$ cat config.mk
export PLATFORM = sky130hd
export DESIGN_NAME = instr_sequencer
export DESIGN_NICKNAME = d
export VERILOG_FILES = /design/src/rtl/instr_seq_defs.sv /design/src/rtl/instr_sequencer.sv
export SDC_FILE = /design/constraint.sdc
export NUM_CORES = 1
export LEC_CHECK = 0
export CAP_MARGIN = 15
export CORE_AREA = 2 2 84 86
export CTS_BUF_LIST = sky130_fd_sc_hd__clkbuf_2 sky130_fd_sc_hd__clkbuf_4 sky130_fd_sc_hd__clkbuf_8
export CTS_CLUSTER_DIAMETER = 50
export DETAILED_ROUTE_END_ITERATION = 8
export DIE_AREA = 0 0 86 88
export PLACE_DENSITY = 0.86
export SLEW_MARGIN = 20
export SYNTH_ARGS = -nofsm -noshare
export SYNTH_HDL_FRONTEND = slang
export SYNTH_SLANG_ARGS = --single-unit
$ cat constraint.sdc
create_clock -name clk -period 1.8 [get_ports clk]
set_clock_uncertainty 0.15 [all_clocks]
set_input_delay 0.36 -clock clk [delete_from_list [all_inputs] [get_ports clk]]
set_output_delay 0.36 -clock clk [all_outputs]
set_load 0.02 [all_outputs]
$ cat src/rtl/instr_seq_defs.sv
// Shared definitions for the GAMMA instruction sequencer and its decoder:
// state encodings, instruction format codes and the halt word.
package instr_seq_defs;

  typedef enum logic [2:0] {
    S_FETCH    = 3'd0,
    S_WAIT_MEM = 3'd1,
    S_DECODE   = 3'd2,
    S_EXEC     = 3'd3,
    S_WB       = 3'd4,
    S_HALT     = 3'd5,
    S_TRAP     = 3'd6
  } state_t;

  localparam logic [1:0]  FMT_A     = 2'd0;
  localparam logic [1:0]  FMT_B     = 2'd1;
  localparam logic [1:0]  FMT_C     = 2'd2;
  localparam logic [31:0] HALT_WORD = 32'hFFFF_FFFF;

endpackage

$ cat src/rtl/instr_sequencer.sv
// Multi-cycle fetch/decode/exec/writeback control FSM for the GAMMA core.
// Define SEQ_MEM_TIMEOUT_EN to trap when imem_ready stalls for MEM_TIMEOUT cycles.
module instr_sequencer
  import instr_seq_defs::*;
#(
  parameter int                ADDR_W      = 16,
  parameter logic [ADDR_W-1:0] RESET_PC    = '0,
  parameter int                PC_STEP     = 4,
  parameter int                MEM_TIMEOUT = 255
) (
  input  logic              clk,
  input  logic              reset_n,
  output logic              imem_req,
  output logic [ADDR_W-1:0] imem_addr,
  input  logic              imem_ready,
  input  logic [31:0]       imem_rdata,
  output logic [31:0]       ir,
  input  logic [1:0]        dec_format,
  input  logic              dec_ifnr,
  output logic              rf_rd_en,
  output logic              alu_start,
  output logic              alu_src_imm,
  input  logic              alu_done,
  output logic              rf_wr_en,
  output logic              rf_wr_sel,
  output logic [ADDR_W-1:0] pc,
  output logic              halted,
  output logic              trap,
  output logic [2:0]        state_dbg
);

  state_t     state, state_nx;
  logic [1:0] fmt_q;
  logic       exec_first;
  logic       req_c;
  logic       to_hit;

  always_ff @(posedge clk or negedge reset_n) begin
    if (!reset_n) begin
      state      <= S_FETCH;
      pc         <= RESET_PC;
      ir         <= '0;
      fmt_q      <= FMT_A;
      exec_first <= 1'b0;
    end else begin
      state <= state_nx;
      if (state == S_WAIT_MEM && imem_ready) ir <= imem_rdata;
      // Format is frozen here so later decoder activity cannot disturb EXEC/WB.
      if (state == S_DECODE) begin
        fmt_q      <= dec_format;
        exec_first <= 1'b1;
      end else if (state == S_EXEC) begin
        exec_first <= 1'b0;
      end
      if (state == S_WB) pc <= pc + ADDR_W'(PC_STEP);
    end
  end

`ifdef SEQ_MEM_TIMEOUT_EN
  localparam int TO_W = ($clog2(MEM_TIMEOUT + 1) > 8) ? $clog2(MEM_TIMEOUT + 1) : 8;
  logic [TO_W-1:0] to_cnt;

  always_ff @(posedge clk or negedge reset_n) begin
    if (!reset_n)                              to_cnt <= '0;
    else if (state == S_FETCH)                 to_cnt <= '0;
    else if (state == S_WAIT_MEM && !imem_ready) to_cnt <= to_cnt + TO_W'(1);
  end

  assign to_hit = (to_cnt + TO_W'(1)) == TO_W'(MEM_TIMEOUT);
`else
  assign to_hit = 1'b0;
`endif

  always_comb begin
    state_nx    = state;
    req_c       = 1'b0;
    rf_rd_en    = 1'b0;
    alu_start   = 1'b0;
    alu_src_imm = 1'b0;
    rf_wr_en    = 1'b0;
    rf_wr_sel   = 1'b0;
    case (state)
      S_FETCH: begin
        req_c    = 1'b1;
        state_nx = S_WAIT_MEM;
      end
      S_WAIT_MEM: begin
        req_c = 1'b1;
        if (imem_ready)  state_nx = S_DECODE;
        else if (to_hit) state_nx = S_TRAP;
      end
      S_DECODE: begin
        if (ir == HALT_WORD)                    state_nx = S_HALT;
        else if (dec_ifnr || dec_format == 2'd3) state_nx = S_TRAP;
        else begin
          rf_rd_en = 1'b1;
          state_nx = S_EXEC;
        end
      end
      S_EXEC: begin
        alu_start   = exec_first;
        alu_src_imm = (fmt_q != FMT_A);
        if (alu_done) state_nx = S_WB;
      end
      S_WB: begin
        rf_wr_en  = (fmt_q != FMT_C);
        rf_wr_sel = (fmt_q == FMT_B);
        state_nx  = S_FETCH;
      end
      S_HALT:  state_nx = S_HALT;
      S_TRAP:  state_nx = S_TRAP;
      default: state_nx = S_FETCH;
    endcase
  end

  // The reset state is FETCH, so qualify the request to keep it low while reset is held.
  assign imem_req  = req_c & reset_n;
  assign imem_addr = pc;
  assign halted    = (state == S_HALT);
  assign trap      = (state == S_TRAP);
  assign state_dbg = state;

endmodule

### After elaboration in Yosys (flattened, before gate mapping)

Index checks and enable logic that the tools add are counted.

| operators by class | value |
|---|---|
| equal/unequal tests | 12 |
| add/subtract/negate cells | 1 |
| bitwise operators | 1 |
| reduce and logical (&&, ||, !) cells | 7 |
| muxes and demuxes | 15 |

Operator list:

| operator | number |
|---|---|
| equality test 32 bit, second input constant | 1 |
| one-hot mux 3 bit (6 select lines) | 1 |
| adder 16 x 3 -> 16 bit, second input constant | 1 |
| 2-to-1 mux 3 bit | 4 |
| 2-to-1 mux 1 bit | 10 |
| equality test 3 bit, second input constant | 3 |
| equality test 3 x 2 -> 1 bit, second input constant | 2 |
| != test 2 bit, second input constant | 3 |
| nonzero test 2 bit | 2 |
| equality test 3 x 1 -> 1 bit, second input constant | 1 |
| logical NOT 3 bit | 1 |
| equality test 2 x 1 -> 1 bit, second input constant | 1 |
| equality test 2 bit, second input constant | 1 |
| AND reduction 2 bit | 1 |
| OR reduction 2 bit | 1 |
| bitwise AND 1 bit | 1 |
| logical AND 1 bit | 1 |
| logical OR 1 bit | 1 |

| storage, ports and cells | value |
|---|---|
| output and inout bits | 75 |
| word-level logic and storage cells | 41 |
| input port bits | 39 |
| bits in registers | 54 |

### Logic depth before layout (Yosys ltp)

| logic depth | value |
|---|---|
| depth in word-level cells | 5 |
| depth in mapped cells | 5 |

### Worst setup path after synthesis

No wires, ideal clock.

| timing path | value |
|---|---|
| path kind | register to output |
| from | register state[0] (netlist: state_dbg[0]) |
| to | output rf_wr_sel |
| path slack | -0.239 ns |
| cell stages (with the launch flop) | 4 |
| arrival | 1.529 ns |
| path buffers | 1 |
| required time | 1.290 ns |
| cells stage by stage | dfrtp_1 buf_6 nor3b_4 nor3b_1 |

| between the ends | value |
|---|---|
| cells in the longest elaborated chain, start to end | 2 |

Ends and longest elaborated chain:

| element | RTL line | text |
|---|---|---|
| start: declaration | instr_sequencer.sv:32 | `state_t state, state_nx;` |
| start signal: assignment | instr_sequencer.sv:46 | `state <= state_nx;` |
| equality test 3 bit | instr_sequencer.sv:82 | `case (state)` |
| 2-to-1 mux 1 bit | instr_sequencer.sv:82 |  |
| end: declaration | instr_sequencer.sv:25 | `output logic rf_wr_sel,` |

No other way between the ends.

### Worst setup path in the final report

| timing path | value |
|---|---|
| from | register ir[23] |
| to | output rf_rd_en |

| between the ends | value |
|---|---|
| cells in the longest elaborated chain, start to end | 3 |

Ends and longest elaborated chain:

| element | RTL line | text |
|---|---|---|
| start: declaration | instr_sequencer.sv:17 | `output logic [31:0] ir,` |
| start signal: assignment | instr_sequencer.sv:47 | `if (state == S_WAIT_MEM && imem_ready) ir <= imem_rdata;` |
| equality test 32 bit | instr_sequencer.sv:93 | `if (ir == HALT_WORD) state_nx = S_HALT;` |
| 2-to-1 mux 1 bit | instr_sequencer.sv:93 |  |
| 2-to-1 mux 1 bit | instr_sequencer.sv:82 |  |
| end: declaration | instr_sequencer.sv:20 | `output logic rf_rd_en,` |

No other way between the ends.

==> impl_metrics.env <==
export IMPL_synth_cell_types=33
export IMPL_cp_end_kind="primary output"
export IMPL_first_global_vias=2224
export IMPL_die_w_microns=86
export IMPL_ant_nets=0
export IMPL_drv_cap=0
export IMPL_hold_buffers=0
export IMPL_cts_reportedPaths_clkPinSlew_ns=0.09
export IMPL_syn_inst=193
export IMPL_gp_congestion=0.740
export IMPL_vias_per_cell=4.76
export IMPL_setup_viol=29
export IMPL_stdcell_area_sq_um=4350
export IMPL_io_pins=114
export IMPL_finalHoldViolCount=0
export IMPL_post_drt_wl_per_cell_microns=15.7
export IMPL_cts_sinks=52
export IMPL_dieArea_sq_um=7570
export IMPL_grt_overflow_total=0
export IMPL_nFillCells=528
export IMPL_arrival_ns=1.72
export IMPL_place_inst=413
export IMPL_grt_max_degree=53
export IMPL_fmax_mhz=448
export IMPL_ir_worst_vdd_uv=883
export IMPL_r2r_start="state_dbg[1]"
export IMPL_min_period_ns=2.23
export IMPL_ys_seq_area_share_pct=53.4
export IMPL_syn_avg_cell_area_sq_um=12.6
export IMPL_outcome="finished, violations left"
export IMPL_crit_reg2reg_capture="ir[31]"
export IMPL_cts_inserted_buffers=5
export IMPL_wl_met3_microns=434
export IMPL_drv_slew=0
export IMPL_drive_above_1_share_pct=41.6
export IMPL_power_mw=7.11
export IMPL_cts_root_buffer="clkbuf_8"
export IMPL_placed_area_sq_um=3860
export IMPL_ys_ff_latch=52
export IMPL_power_frac_seq_pct=27.9
export IMPL_h_tree_depth=2
export IMPL_required_ns=1.29
export IMPL_antenna_diode_count=0
export IMPL_p_per_area_nw_per_um2=1630
export IMPL_rsz0062_at_grt="yes"
export IMPL_top_layer="met4"
export IMPL_detail_route_iter0_violations=51
export IMPL_p_leak_nw=2.19
export IMPL_dp_hpwl_microns=4630
export IMPL_fp_dieH_microns=88
export IMPL_cts_tree="built"
export IMPL_min_path_type="in -> async"
export IMPL_clk_latency_ns=0.30
export IMPL_cp_start_kind="register"
export IMPL_start_util_pct=36.7
export IMPL_worstMarginPinSlew_ns=0.665
export IMPL_grt_pass1_wl_microns=10700
export IMPL_period_share_pct=124
export IMPL_final_cells=441
export IMPL_nets=400
export IMPL_yosys_warnings=0
export IMPL_met1_length_microns=2700
export IMPL_r2r_cells=7
export IMPL_grtUsageTotal_pct=18.1
export IMPL_clockBufferDepth=2
export IMPL_crit_path_start="ir[23]"
export IMPL_rows=30
export IMPL_path_class="reg -> out"
export IMPL_path_max_fanout=2
export IMPL_wl_microns=6920
export IMPL_area_growth_pct=78.5
export IMPL_switching_share_pct=36.3
export IMPL_grt_antenna_before_repair=0
export IMPL_final_setup_worst_slack_ns=-0.431
export IMPL_p_sw_mw=2.58
export IMPL_first_pass_iters=4
export IMPL_syn_area_sq_um=2440
export IMPL_drcViolationCount=0
export IMPL_core_area_sq_um=6640
export IMPL_violations="negative setup slack"
export IMPL_port_buffers=109
export IMPL_relSlewSlack_pct=55.7
export IMPL_p_int_mw=4.53
export IMPL_vias=2101
export IMPL_r2r_slack_ns=-0.03
export IMPL_crit_end="rf_rd_en"
export IMPL_p_comb_share_pct=59.9
export IMPL_route_met2_wl_microns=3710
export IMPL_power_frac_clock_pct=12.2
[power groups by stage]
stage	combinational (mW)	sequential, mW	clock (mW)
4_1_cts	4.07	1.96	0.886
6_report	4.26	1.98	0.869
5_1_grt	4.52	2.05	0.938
2_1_floorplan	1.13	2.58	0
3_5_place_dp	3.69	2.01	0
3_3_place_gp	3.63	1.99	0
[layout make-up]
class	instances	area, sq um	area share, %
well taps	80	100	2.30
inverters	5	23.8	0.546
flip-flops and latches	52	1310	30.0
multi-input cells	115	1160	26.6
clock buffers	7	96.3	2.21
clock inverters	1	30.0	0.690
repair buffers	181	1640	37.7
[metal layers]
layer / vias up / global-route usage, %
met5: - / 0
met4: 0 / 3.90
met3: 11 / 5.00
met2: 80 / 33.8
met1: 1018 / 20.5
li1: 992 / -
[placed cells by master (no fill, tap or decap), types with 4 or more instances in the layout]
cell type,Yosys,routed
clkdlybuf4s15_1,0,5
a21oi_1,4,4
conb_1,1,4
clkdlybuf4s50_1,0,37
mux2_4,0,31
nor2_1,6,5
buf_4,22,60
inv_1,5,4
xnor2_1,6,6
nand4_1,9,9
buf_6,1,16
clkbuf_8,0,7
xor2_1,7,7
dlygate4sd2_1,0,56
nor3_2,5,4
dfrtp_1,52,49
nand2_1,8,7
[state kept, by name (all words and copies together) (netlist names)]
| name | cells |
|---|---|
| imem_addr | 14 |
| state_dbg | 3 |
| ir | 32 |
| fmt_q | 2 |
| exec_first | 1 |
[per-stage QoR]
stage | util [%] | setup slack (ns) | setup TNS (ns) | hold slack [ns]
2_1_floorplan | - | -0.0599 | -0.0599 | -0.0856
3_3_place_gp | 58.1 | -0.545 | -7.21 | 0.304
3_5_place_dp | 58.1 | -0.543 | -7.43 | 0.330
4_1_cts | 64.1 | -0.360 | -1.12 | 0.0759
5_1_grt | 65.5 | -0.514 | -3.16 | 0.112
6_report | 65.5 | -0.431 | -1.23 | 0.0558
[worst min path at each step]
stage / from / to / slack (ns) / cells after the start
global placement: exec_first / exec_first / 0.30 / 1
CTS: reset_n / ir[17] / 0.08 / 2
floorplan: reset_n / exec_first / -0.09 / 0
detailed placement: exec_first / exec_first / 0.33 / 1
finish: reset_n / ir[17] / 0.06 / 2
global route: reset_n / ir[17] / 0.11 / 2
[critical path, cell delays in order (launching register included)]
cell	delay, ns
dfrtp_1	0.38
nand4_1	0.15
nor4_2	0.38
buf_4	0.18
nand2_2	0.05
and3_4	0.16
buf_6	0.12
[kinds of logic after synthesis]
kind of cell	Yosys count	share of synthesized area (%)
buf+inv	29	8.21
other cells	1	0.154
simple gates	50	13.9
compound gates	13	3.54
xor+xnor	13	4.67
mux	34	15.7
flops	52	53.4
fa+ha+maj	1	0.513
[cell usage after synthesis]
cell type,count,area (sq um)
nor3b_4,1,18.8
xnor2_1,6,52.6
nor2_2,1,6.26
nor3b_1,3,22.5
nand2b_1,4,25.0
nand4_1,9,56.3
nand3_1,3,15.0
a21oi_1,4,20.0
buf_4,22,165
nor3_2,5,50.1
nor3_1,1,5.00
nor4_4,1,21.3
a211oi_1,1,7.51
ha_1,1,12.5
nand2_1,8,30.0
xor2_1,7,61.3
a31oi_1,1,6.26
nand4_4,1,21.3
o21ai_0,2,10.0
inv_1,5,18.8
a21boi_0,1,7.51
buf_2,1,5.00
dfrtp_1,52,1300
nor2_1,6,22.5
and3_1,5,31.3
conb_1,1,3.75
a311o_1,1,10.0
a21o_1,1,7.51
nor4_1,2,12.5
o211a_1,1,10.0
o31ai_1,1,7.51
mux2_2,34,383
buf_6,1,11.3
[what timing repair did]
action / in CTS / in global routing
pin swaps: 5 / 10
gates resized for setup: 159 / 30
gates cloned: 3 / 0
buffers inserted: 14 / 5
endpoints found under the setup margin: 103 / 53
Note: power is estimated with default switching activity, not from simulation.
